--- config.mk ---
export PLATFORM = sky130hd
export DESIGN_NAME = vend_stock_arbiter
export DESIGN_NICKNAME = d
export VERILOG_FILES = /design/src/rtl/vend_stock_arbiter.sv
export SDC_FILE = /design/constraint.sdc
export NUM_CORES = 1
export LEC_CHECK = 0
export CORE_ASPECT_RATIO = 0.9
export CORE_MARGIN = 8
export CORE_UTILIZATION = 53
export CTS_CLUSTER_SIZE = 24
export DETAILED_ROUTE_END_ITERATION = 6
export GPL_ROUTABILITY_DRIVEN = 0
export PLACE_DENSITY = 0.81
export REMOVE_ABC_BUFFERS = 1
export SETUP_SLACK_MARGIN = 0.02
export SYNTH_ARGS = -nofsm -noshare
export SYNTH_HDL_FRONTEND = slang
export SYNTH_SLANG_ARGS = --single-unit
--- constraint.sdc ---
create_clock -name clk -period 6.95 [get_ports clk]
set_input_delay 0.695 -clock clk [delete_from_list [all_inputs] [get_ports clk]]
set_output_delay 0.695 -clock clk [all_outputs]
set_load 0.005 [all_outputs]
--- src/rtl/vend_stock_arbiter.sv ---
// vend_stock_arbiter: owns the water/soda/lemon stock counters and arbitrates
// between the customer vend port and the service restock port. Each port uses
// a 4-phase req/ack handshake, and ties are resolved round-robin.
// Optional feature macro: VEND_LOW_STOCK_ALERT_EN adds a registered low_stock[2:0] output.
module vend_stock_arbiter #(
  parameter int unsigned MAX_STOCK  = 31,
  parameter int unsigned INIT_STOCK = 0,
  parameter int unsigned LOW_THRESH = 2
) (
  input  logic       clk,
  input  logic       reset,
  input  logic       vend_req,
  input  logic [1:0] vend_sel,
  output logic       vend_ack,
  output logic       vend_ok,
  input  logic       rs_req,
  input  logic [1:0] rs_sel,
  input  logic [4:0] rs_qty,
  output logic       rs_ack,
  output logic       rs_ovf,
  output logic [4:0] Waterbottle_available,
  output logic [4:0] Sodabottle_available,
`ifdef VEND_LOW_STOCK_ALERT_EN
  output logic [4:0] Lemonwater_available,
  output logic [2:0] low_stock
`else
  output logic [4:0] Lemonwater_available
`endif
);

  localparam int unsigned CW = 5;
  localparam int unsigned SW = 6;

  typedef enum logic [1:0] {
    IDLE     = 2'd0,
    ACK_VEND = 2'd1,
    ACK_RS   = 2'd2
  } state_t;

  state_t          state_q;
  logic            rr_last_q;  // 1: vend was served last, 0: restock was served last
  logic            vend_ack_q, vend_ok_q, rs_ack_q, rs_ovf_q;
  logic [CW-1:0]   water_q, soda_q, lemon_q;
  logic [CW-1:0]   water_d, soda_d, lemon_d;

  logic            grant_vend_c, grant_rs_c;
  logic [CW-1:0]   vend_cnt_c, rs_cnt_c, rs_new_c;
  logic [SW-1:0]   rs_sum_c;
  logic            vend_hit_c, rs_clip_c, rs_ovf_c;

  function automatic logic [CW-1:0] pick(input logic [1:0] sel, input logic [CW-1:0] w,
                                         input logic [CW-1:0] s, input logic [CW-1:0] l);
    case (sel)
      2'b01:   pick = w;
      2'b10:   pick = s;
      2'b11:   pick = l;
      default: pick = '0;
    endcase
  endfunction

  // Round-robin grant and per-port update arithmetic.
  always_comb begin
    grant_vend_c = (state_q == IDLE) && vend_req && (!rs_req || !rr_last_q);
    grant_rs_c   = (state_q == IDLE) && rs_req && !grant_vend_c;
    vend_cnt_c   = pick(vend_sel, water_q, soda_q, lemon_q);
    rs_cnt_c     = pick(rs_sel, water_q, soda_q, lemon_q);
    vend_hit_c   = (vend_sel != 2'b00) && (vend_cnt_c != '0);
    rs_sum_c     = SW'(rs_cnt_c) + SW'(rs_qty);
    rs_clip_c    = rs_sum_c > SW'(MAX_STOCK);
    rs_new_c     = rs_clip_c ? CW'(MAX_STOCK) : rs_sum_c[CW-1:0];
    rs_ovf_c     = (rs_sel == 2'b00) || rs_clip_c;
  end

  // Next counter values: only the granted port's selected counter moves.
  always_comb begin
    water_d = water_q;
    soda_d  = soda_q;
    lemon_d = lemon_q;
    if (grant_vend_c && vend_hit_c) begin
      case (vend_sel)
        2'b01:   water_d = water_q - CW'(1);
        2'b10:   soda_d  = soda_q - CW'(1);
        2'b11:   lemon_d = lemon_q - CW'(1);
        default: ;
      endcase
    end else if (grant_rs_c) begin
      case (rs_sel)
        2'b01:   water_d = rs_new_c;
        2'b10:   soda_d  = rs_new_c;
        2'b11:   lemon_d = rs_new_c;
        default: ;
      endcase
    end
  end

  // Handshake FSM, counters and registered status outputs.
  always_ff @(posedge clk or posedge reset) begin
    if (reset) begin
      state_q    <= IDLE;
      rr_last_q  <= 1'b0;
      vend_ack_q <= 1'b0;
      vend_ok_q  <= 1'b0;
      rs_ack_q   <= 1'b0;
      rs_ovf_q   <= 1'b0;
      water_q    <= CW'(INIT_STOCK);
      soda_q     <= CW'(INIT_STOCK);
      lemon_q    <= CW'(INIT_STOCK);
    end else begin
      water_q <= water_d;
      soda_q  <= soda_d;
      lemon_q <= lemon_d;
      case (state_q)
        IDLE: begin
          if (grant_vend_c) begin
            vend_ack_q <= 1'b1;
            vend_ok_q  <= vend_hit_c;
            rr_last_q  <= 1'b1;
            state_q    <= ACK_VEND;
          end else if (grant_rs_c) begin
            rs_ack_q  <= 1'b1;
            rs_ovf_q  <= rs_ovf_c;
            rr_last_q <= 1'b0;
            state_q   <= ACK_RS;
          end
        end
        ACK_VEND: begin
          if (!vend_req) begin
            vend_ack_q <= 1'b0;
            vend_ok_q  <= 1'b0;
            state_q    <= IDLE;
          end
        end
        ACK_RS: begin
          if (!rs_req) begin
            rs_ack_q <= 1'b0;
            rs_ovf_q <= 1'b0;
            state_q  <= IDLE;
          end
        end
        default: begin
          vend_ack_q <= 1'b0;
          vend_ok_q  <= 1'b0;
          rs_ack_q   <= 1'b0;
          rs_ovf_q   <= 1'b0;
          state_q    <= IDLE;
        end
      endcase
    end
  end

  assign vend_ack              = vend_ack_q;
  assign vend_ok               = vend_ok_q;
  assign rs_ack                = rs_ack_q;
  assign rs_ovf                = rs_ovf_q;
  assign Waterbottle_available = water_q;
  assign Sodabottle_available  = soda_q;
  assign Lemonwater_available  = lemon_q;

`ifdef VEND_LOW_STOCK_ALERT_EN
  localparam logic InitLow = (INIT_STOCK <= LOW_THRESH);
  logic [2:0] low_stock_q;

  // Low-stock flags track the counters on the same edge they change.
  always_ff @(posedge clk or posedge reset) begin
    if (reset) begin
      low_stock_q <= {3{InitLow}};
    end else begin
      low_stock_q <= {lemon_d <= CW'(LOW_THRESH), soda_d <= CW'(LOW_THRESH),
                      water_d <= CW'(LOW_THRESH)};
    end
  end

  assign low_stock = low_stock_q;
`else
  logic unused_low_thresh;
  assign unused_low_thresh = ^CW'(LOW_THRESH);
`endif

endmodule

======== After elaboration in Yosys (flattened, before gate mapping) ========
Cells that the tools add are included.
storage, ports and cells
  output and inout bits ................... 19
  word-level logic and storage cells ...... 94
  flip-flop bits (word level) ............. 22
  bits of input ports ..................... 13
cells by class
  equal/unequal tests ..................... 17
  reductions and logical operators ........ 27
  $add $sub $neg .......................... 4
  magnitude comparators ................... 1
  bitwise gates (word level) .............. 2
  mux-type cells .......................... 34
operators by type and width
  cell                                                                             number
  5-bit two-way mux                                                                13
  5-bit one-hot mux with 3 select lines                                            2
  3-bit AND reduction                                                              5
  5-bit by 1-bit subtractor with 5-bit output, second input constant               3
  1-bit one-hot mux with 3 select lines                                            4
  2-bit nonzero test                                                               6
  2-bit == test, second input constant                                             5
  1-bit two-way mux                                                                10
  2-bit inequality test, second input constant                                     5
  2-bit two-way mux                                                                4
  5-bit by 5-bit adder with 6-bit output                                           1
  2-bit by 1-bit == test with 1-bit output, second input constant                  3
  6-bit by 5-bit greater-than comparator with 1-bit output, second input constant  1
  1-bit logical AND                                                                6
  2-bit by 1-bit inequality test with 1-bit output, second input constant          3
  2-bit one-hot mux with 3 select lines                                            1
  5-bit nonzero test                                                               1
  2-bit zero test                                                                  2
  4-bit AND reduction                                                              1
  1-bit zero test                                                                  3
  3-bit inequality test, second input constant                                     1
  1-bit logical OR                                                                 2
  1-bit inverter                                                                   2
  2-bit AND reduction                                                              1

======== Longest topological paths before layout ========
Gate-level depths: netlist of the first run.
  depth in word-level cells ............... 8
  depth in mapped cells ................... 12
  gate-level depth less buffers ........... 11

======== Worst setup path after synthesis of the first run ========
OpenSTA, ideal clock, no wires.
  kind .................................... input-to-reg
  start ................................... in rs_sel[0]
  end ..................................... reg water_q[4] (netlist: Waterbottle_available[4])
  path buffers ............................ 1
  path slack .............................. 3,862 ps
  stages on the path ...................... 9
  setup time .............................. 124 ps
  arrival ................................. 2,964 ps
  data required time ...................... 6,826 ps
  path through ............................ clkbuf_1 -> mux2_2 -> a22o_1 -> ha_1 -> or4_1 -> o31a_1 -> o21a_1 -> a32o_1 -> a211o_1
on the way
  longest elaborated chain between the ends .. 8
  elaborated cells on any way between the ends .. 12
  those cells by class .................... add/sub: 1; order compare: 1; eq/ne: 3; mux: 5; reduce/logical: 2
ends and longest elaborated chain
  item                                                                       line    source
  start: declaration                                                         17      input logic [1:0] rs_sel,
  2-bit == test or 2-bit by 1-bit == test with 1-bit output (tied branches)  53, 87
  5-bit one-hot mux with 3 select lines                                      53      case (sel)
  5-bit by 5-bit adder with 6-bit output                                     68      rs_sum_c = SW'(rs_cnt_c) + SW'(rs_qty);
  6-bit by 5-bit greater-than comparator with 1-bit output                   69      rs_clip_c = rs_sum_c > SW'(MAX_STOCK);
  5-bit two-way mux                                                          70      rs_new_c = rs_clip_c ? CW'(MAX_STOCK) : rs_sum_c[CW-1:0];
  5-bit two-way mux                                                          87      case (rs_sel)
  5-bit two-way mux                                                          86      end else if (grant_rs_c) begin
  5-bit two-way mux                                                          79      if (grant_vend_c && vend_hit_c) begin
  end signal: assignment                                                     105     water_q <= CW'(INIT_STOCK);
  end signal: assignment                                                     109     water_q <= water_d;
  end: declaration                                                           43      logic [CW-1:0] water_q, soda_q, lemon_q;
Several ways; a longest one is shown, not always the timed one. The select of a mux whose other input is x is not followed.
A chain may end at the register's enable or synchronous reset.

======== Final worst setup path of the first run ========
  start ................................... in rs_sel[0]
  end ..................................... reg water_q[1] (netlist: Waterbottle_available[1])
Same word-level chain as after synthesis.

==> PnR_summary.wiki, run 1 <==
{| class="wikitable"
! Metric !! Value
|-
| Setup crit start kind || primary input
|-
| Area Growth Syn to Fin || 22.8%
|-
| Routed metal-1 wire length || 2230 um
|-
| Adder-cell area share of the yosys netlist || 0.0679
|-
| Part of the total power dissipated in sequential elements || 0.322
|-
| Unique cell type count in the Yosys netlist || 60
|-
| Highest net fanout along the worst path || 12
|-
| CP arrival || 3.87 ns
|-
| Combinational share of power || 0.531
|-
| Most common cell after layout, fill and taps aside || clkdlybuf4s50_1
|-
| Number of synthesized flops with an enable pin || 0
|-
| Classification of the worst-slack hold path || register to register
|-
| Routed WL || 4870 um
|-
| Met2 routed wirelength || 2180 um
|-
| Cell Pwr Density || 391 nW/um^2
|-
| Maximum operating frequency || 270 MHz
|-
| Setup repair after global routing missed its margin || no
|-
| Basic-gate share of the synthesized area counting and, or, nand and nor cells || 0.246
|-
| Vias || 1764
|-
| Hold-fix buffers, CTS || 0
|-
| TritonCTS clock tree || built
|-
| Headroom to the max-slew limit || 0.429
|-
| Pleak || 0.927 nW
|-
| Maximum vdd drop || 0.203 mV
|-
| Worst-Margin Slew || 0.856 ns
|-
| First-pass DRT Iterations || 5
|-
| Net switching power || 0.345 mW
|-
| Endpoint required time on the critical path || 7.11 ns
|-
| Clock-pin slew reported for the worst setup and hold paths after clock tree synthesis || 0.09 ns
|-
| Detailed-route wire length per cell || 17.8 um
|-
| Gate Count Post-Synth || 199
|-
| Initial antenna violation count || 0
|-
| Die Span Y || 70.8 um
|-
| H-tree level count || 1
|-
| Switching part of the total || 0.407
|-
| Period minus WS final || 3.70 ns
|-
| DRC violations left || 0
|-
| Fraction of final layout cells sized beyond drive strength 1 || 0.0913
|-
| Type of the setup path with the least slack || primary input to register
|-
| DR WL met3 || 388 um
|-
| Port buffer count || 31
|-
| Clock tree root driver cell || clkbuf_8
|-
| Hold slack || 0.492 ns
|-
| Main combinational cell family by area after synthesis || compound AO/OA/AOI/OAI gates
|-
| Proportion of synthesized flip-flops having asynchronous set or reset || 1.00
|-
| Clk pwr share || 0.148
|-
| Floorplan die area || 5440 um^2
|-
| Top-Level Pins || 32
|-
| Site row count || 20
|-
| Number of hold violations in the final report || 0
|-
| Clock Path Buffers || 2
|-
| Register bit total from synthesis || 22
|-
| Highest routed metal layer || met4
|-
| Core area || 3280 um^2
|-
| Mux cell area share after synthesis || 0.0425
|-
| Final number of setup-violating endpoints || 0
|-
| Crit end category || register
|-
| Setup total negative slack || 0 ns
|-
| Synthesized area divided by synthesized cell count || 8.88 um^2
|-
| Wire length of the first global-routing pass || 7940 um
|-
| Net count of the finished layout || 253
|-
| Gr usage total || 0.176
|-
| DRT antenna net count || 0
|-
| Setup clock skew after layout || 0.00403 ns
|-
| Die extent in x || 76.9 um
|-
| Remaining global-route overflow || 0
|-
| Antenna cells || 0
|-
| Xor-xnor portion of the synthesized cell area || 0.00495
|-
| Number of max-cap violations || 0
|-
| Most used flip-flop cell after synthesis || dfrtp_1
|-
| Total standard cell area after synthesis || 1770 um^2
|-
| Int Power || 0.504 mW
|-
| Effective utilization at floorplan || 0.539
|-
| Clock latency on the worst-skew pair || 0.28 ns
|-
| Share of the clock period used by the worst path after layout || 0.533
|-
| Synth Area in Compound Gates || 0.274
|-
| Most frequent cells in the layout || clkdlybuf4s50_1 (31), dfrtp_1 (22), nand2_1 (20)
|-
| Post-detailed-placement half-perimeter wirelength || 3620 um
|-
| Average via count per standard cell || 6.44
|-
| Setup repair bufs after CTS || 0
|-
| Seq/Total Area, Yosys || 0.311
|-
| Sink count of the clock tree || 22
|-
| Warning count from the yosys run || 0
|-
| Via count of the first global-routing pass || 1571
|-
| Outcome || finished clean
|-
| Cts repair resizes || 0
|-
| TritonCTS Buffers || 3
|-
| First DRT Iteration DRCs || 196
|-
| Final slew viol count || 0
|-
| Maximum number of pins on one net before global-route repair || 23
|}
-- area by class of cell --
class,instances,area (um^2)
Timing Repair Buffer,31,310
Clock inverter,1,30.0
Tap cell,44,55.1
Multi-Input combinational cell,157,1120
Fill cell,275,1110
Sequential cell,22,551
Inverter,16,60.1
Clock buffer,3,41.3
-- through the flow --
stage / std cells / util / power [mW] / setup WS, ns / area, um^2
after floorplan: 195 / - / 0.522 / 4.16 / 1730
after global placement: 270 / 0.640 / 0.716 / 3.11 / 2100
after detailed placement: 270 / 0.640 / 0.718 / 3.05 / 2100
after CTS: 274 / 0.662 / 0.844 / 3.32 / 2170
after global routing: 274 / 0.662 / 0.907 / 2.99 / 2170
final: 274 / 0.662 / 0.849 / 3.25 / 2170
-- Yosys cell counts, types with 2 or more instances --
master | instances | area, um^2
nor2_1 | 13 | 48.8
or4_1 | 2 | 15.0
o21ai_0 | 7 | 35.0
or4_4 | 2 | 22.5
nor3_1 | 6 | 30.0
mux2i_1 | 3 | 30.0
nor2b_1 | 6 | 37.5
nor4_2 | 2 | 25.0
buf_2 | 2 | 10.0
nand3_1 | 5 | 25.0
o22ai_1 | 3 | 18.8
or2_1 | 2 | 12.5
a21o_1 | 3 | 22.5
dfrtp_1 | 22 | 551
o32ai_1 | 3 | 26.3
mux2_2 | 4 | 45.0
a211oi_1 | 4 | 30.0
o22a_1 | 2 | 17.5
nand4_1 | 4 | 25.0
nand2_1 | 20 | 75.1
a211o_1 | 3 | 26.3
inv_1 | 16 | 60.1
o21a_1 | 3 | 22.5
nand2b_1 | 5 | 31.3
a22o_1 | 6 | 52.6
a21oi_1 | 10 | 50.1
ha_1 | 8 | 100
-- cells by family after synthesis --
logic type	after synthesis
xor gates and xnor gates	1
DFF	22
muxes	7
AOI/OAI and AO/OA	63
buffers and inverters	20
adders and majority gates	9
and+or+nand+nor	77
-- layer usage --
layer	vias to the layer above	GRT usage
met5	-	0
met4	0	0.0512
met3	9	0.0304
met2	93	0.262
met1	844	0.252
li1	818	-
-- worst paths after layout --
| path | from | end | slack [ns] | depth (start not counted) |
|---|---|---|---|---|
| min in group asynchronous | reset | Waterbottle_available[4] | 0.88 | 2 |
| hold reg to reg | rs_ack | rs_ack | 0.49 | 2 |
| setup reg to reg | Sodabottle_available[1] | Waterbottle_available[1] | 4.07 | 10 |
| max in group asynchronous | reset | Lemonwater_available[3] | 5.54 | 2 |
| hold / removal | rs_ack | rs_ack | 0.49 | 2 |
| setup / recovery | rs_sel[0] | Waterbottle_available[1] | 3.25 | 10 |
-- power by group through the flow --
stage,Clock [mW],Sequential [mW],Combinational [mW]
CTS,0.124,0.271,0.449
floorplan,0,0.254,0.267
detailed placement,0,0.273,0.445
global placement,0,0.271,0.445
finish,0.125,0.273,0.450
global route,0.130,0.284,0.493
-- worst max-delay path, cell delays in order --
cell and delay (ns):
clkdlybuf4s50_1 0.71, nor2b_1 0.45, a22oi_1 0.21, inv_1 0.09, ha_1 0.22, a211oi_1 0.32
o21bai_1 0.14, a21oi_1 0.52, a32oi_1 0.18, o2bb2a_1 0.32
-- flip-flops by register name, indices dropped and copies added (netlist names) --
register               count
Lemonwater_available       5
Sodabottle_available       5
Waterbottle_available      5
rr_last_q                  1
rs_ack                     1
rs_ovf                     1
state_q                    2
vend_ack                   1
vend_ok                    1
Note: power is estimated with default switching activity, not from simulation.
==> run 2, diff against run 1 <==
--- a/config.mk
+++ b/config.mk
@@ -7,11 +7,11 @@
 export LEC_CHECK = 0
 export CORE_ASPECT_RATIO = 0.9
 export CORE_MARGIN = 8
-export CORE_UTILIZATION = 53
+export CORE_UTILIZATION = 48
 export CTS_CLUSTER_SIZE = 24
 export DETAILED_ROUTE_END_ITERATION = 6
 export GPL_ROUTABILITY_DRIVEN = 0
-export PLACE_DENSITY = 0.81
+export PLACE_DENSITY = 0.77
 export REMOVE_ABC_BUFFERS = 1
 export SETUP_SLACK_MARGIN = 0.02
 export SYNTH_ARGS = -nofsm -noshare
==> constraint.sdc (replaced) <==
create_clock -name clk -period 3.3 [get_ports clk]
set_input_delay 0.33 -clock clk [delete_from_list [all_inputs] [get_ports clk]]
set_output_delay 0.33 -clock clk [all_outputs]
set_load 0.005 [all_outputs]
==> PnR_summary.wiki, run 2 (synthesized netlist as in run 1, its figures left out) <==
{| class="wikitable"
! Metric !! Value
|-
| Endpoint required time on the critical path || 3.48 ns (-3.63 ns)
|-
| Most common cell after layout, fill and taps aside || clkdlybuf4s50_1
|-
| Floorplan die area || 5880 um^2 (+8.1%)
|-
| Clock latency on the worst-skew pair || 0.28 ns (about the same)
|-
| Worst-Margin Slew || 0.883 ns (+0.0270 ns)
|-
| Outcome || finished clean
|-
| Maximum number of pins on one net before global-route repair || 23 (unchanged)
|-
| CP arrival || 3.20 ns (-0.67 ns)
|-
| Period minus WS final || 3.02 ns
|-
| Net count of the finished layout || 262 (+3.6%)
|-
| Setup repair after global routing missed its margin || no
|-
| Area Growth Syn to Fin || 26.8%
|-
| Highest net fanout along the worst path || 6 (-6)
|-
| Vias || 1720 (-2.5%)
|-
| Part of the total power dissipated in sequential elements || 0.317 (-0.005)
|-
| Met2 routed wirelength || 2290 um (+4.9%)
|-
| Cell breakdown of the critical path || clkdlybuf4s50_1, nor2b_1, a22o_1, ha_1, inv_1, fa_1, nor2b_1, o2111ai_1, o21a_1, a32o_1, a211o_1
|-
| Number of hold violations in the final report || 0 (unchanged)
|-
| Antenna cells || 0 (unchanged)
|-
| CP top delay family || compound AO/OA/AOI/OAI gates
|-
| Port buffer count || 31 (unchanged)
|-
| Average via count per standard cell || 6.04 (-6.3%)
|-
| Share of the clock period used by the worst path after layout || 0.915
|-
| Setup total negative slack || 0 ns (unchanged)
|-
| Die extent in x || 80.0 um (+4.0%)
|-
| Clock tree root driver cell || clkbuf_8
|-
| Top-Level Pins || 32 (unchanged)
|-
| Hold slack || 0.478 ns (-0.0141 ns)
|-
| Cell Pwr Density || 813 nW/um^2 (+110%)
|-
| Headroom to the max-slew limit || 0.411 (-0.0180)
|-
| Fraction of final layout cells sized beyond drive strength 1 || 0.126 (+0.0342)
|-
| Setup repair bufs after CTS || 0 (unchanged)
|-
| Final number of setup-violating endpoints || 0 (unchanged)
|-
| Clock Path Buffers || 2 (unchanged)
|-
| First DRT Iteration DRCs || 176 (-10%)
|-
| Crit end category || register
|-
| Maximum vdd drop || 0.442 mV (+120%)
|-
| Final slew viol count || 0 (unchanged)
|-
| Die Span Y || 73.6 um (+3.9%)
|-
| DRT antenna net count || 0 (unchanged)
|-
| TritonCTS Buffers || 3 (unchanged)
|-
| Detailed-route wire length per cell || 17.6 um (-1.2%)
|-
| Classification of the worst-slack hold path || register to register
|-
| Delay of the slowest cell on the worst path || 0.54 ns (-0.17 ns)
|-
| Setup crit start kind || primary input
|-
| Number of buffer and inverter stages on the critical path || 2 (unchanged)
|-
| Clock-pin slew reported for the worst setup and hold paths after clock tree synthesis || 0.09 ns (about the same)
|-
| Most frequent cells in the layout || clkdlybuf4s50_1 (31), dfrtp_1 (22), nand2_1 (20)
|-
| Type of the setup path with the least slack || primary input to register
|-
| Switching part of the total || 0.403 (-0.00391)
|-
| Net switching power || 0.734 mW (+110%)
|-
| Int Power || 1.09 mW (+120%)
|-
| Maximum operating frequency || 331 MHz
|-
| Cts repair resizes || 0 (unchanged)
|-
| Post-detailed-placement half-perimeter wirelength || 3770 um (+4.2%)
|-
| DRC violations left || 0 (unchanged)
|-
| DR WL met3 || 409 um (+5.4%)
|-
| Hold-fix buffers, CTS || 0 (unchanged)
|-
| Core area || 3630 um^2 (+11%)
|-
| Setup clock skew after layout || 0.0105 ns (+0.00650 ns)
|-
| Initial antenna violation count || 0 (unchanged)
|-
| Site row count || 21 (+5.0%)
|-
| Remaining global-route overflow || 0 (unchanged)
|-
| First-pass DRT Iterations || 4 (-1)
|-
| Sink count of the clock tree || 22 (unchanged)
|-
| Clk pwr share || 0.145 (-0.003)
|-
| Pleak || 0.972 nW (+4.9%)
|-
| H-tree level count || 1 (unchanged)
|-
| Number of max-cap violations || 0 (unchanged)
|-
| Combinational share of power || 0.538 (+0.007)
|-
| Wire length of the first global-routing pass || 8240 um (+3.8%)
|-
| Routed WL || 5000 um (+2.8%)
|-
| Highest routed metal layer || met4
|-
| Gr usage total || 0.175 (-0.000951)
|-
| Via count of the first global-routing pass || 1712 (+9.0%)
|-
| Cell repeated most along the worst path || nor2b_1
|-
| Effective utilization at floorplan || 0.488 (-0.0517)
|-
| Routed metal-1 wire length || 2260 um (+1.7%)
|-
| CP max stage cell || clkdlybuf4s50_1
|-
| TritonCTS clock tree || built
|}
[run 2: per-stage QoR]
step / utilization / power, mW / instance area (um^2) / setup slack [ns] / cells
after floorplan: - / 1.10 / 1730 / 0.831 / 195
after detailed placement: 0.598 / 1.55 / 2170 / 0.0228 / 281
after global placement: 0.598 / 1.54 / 2170 / 0.0610 / 281
after global routing: 0.618 / 1.96 / 2240 / 0.111 / 285
final: 0.618 / 1.82 / 2240 / 0.279 / 285
after CTS: 0.618 / 1.82 / 2240 / 0.317 / 285
[run 2: area by class of cell]
cell class / count / area (um^2)
repair buffers: 40 / 378
inverters: 16 / 60.1
flip-flops and latches: 22 / 551
well taps: 46 / 57.6
multi-input cells: 157 / 1120
clock buffers: 3 / 41.3
clock inverters: 1 / 30.0
fillers: 330 / 1390
[run 2: tightest hold or removal path, cell delays in order (launching register included)]
cell,delay [ns]
dfrtp_1,0.35
nand2_1,0.05
nand2_1,0.05
[run 2: path summary, 6_finish.rpt]
kind,end,from,depth (start not counted),slack (ns)
setup / recovery,Waterbottle_available[4],rs_sel[0],11,0.28
hold reg to reg,vend_ack,vend_ack,2,0.48
min in group asynchronous,Sodabottle_available[0],reset,2,0.53
setup reg to reg,Waterbottle_available[4],Sodabottle_available[0],11,0.56
hold / removal,vend_ack,vend_ack,2,0.48
max in group asynchronous,Lemonwater_available[2],reset,2,2.22
[run 2: metal layers]
| metal | GRT usage | vias to the layer above |
|---|---|---|
| met3 | 0.0367 | 5 |
| met2 | 0.280 | 74 |
| met5 | 0 | - |
| met4 | 0.0464 | 0 |
| li1 | - | 838 |
| met1 | 0.232 | 803 |
[run 2: power groups by stage]
stage | Sequential, mW | Clock [mW] | Combinational (mW)
CTS | 0.572 | 0.264 | 0.985
detailed placement | 0.579 | 0 | 0.974
global placement | 0.577 | 0 | 0.965
global route | 0.597 | 0.273 | 1.09
floorplan | 0.536 | 0 | 0.563
finish | 0.577 | 0.264 | 0.981
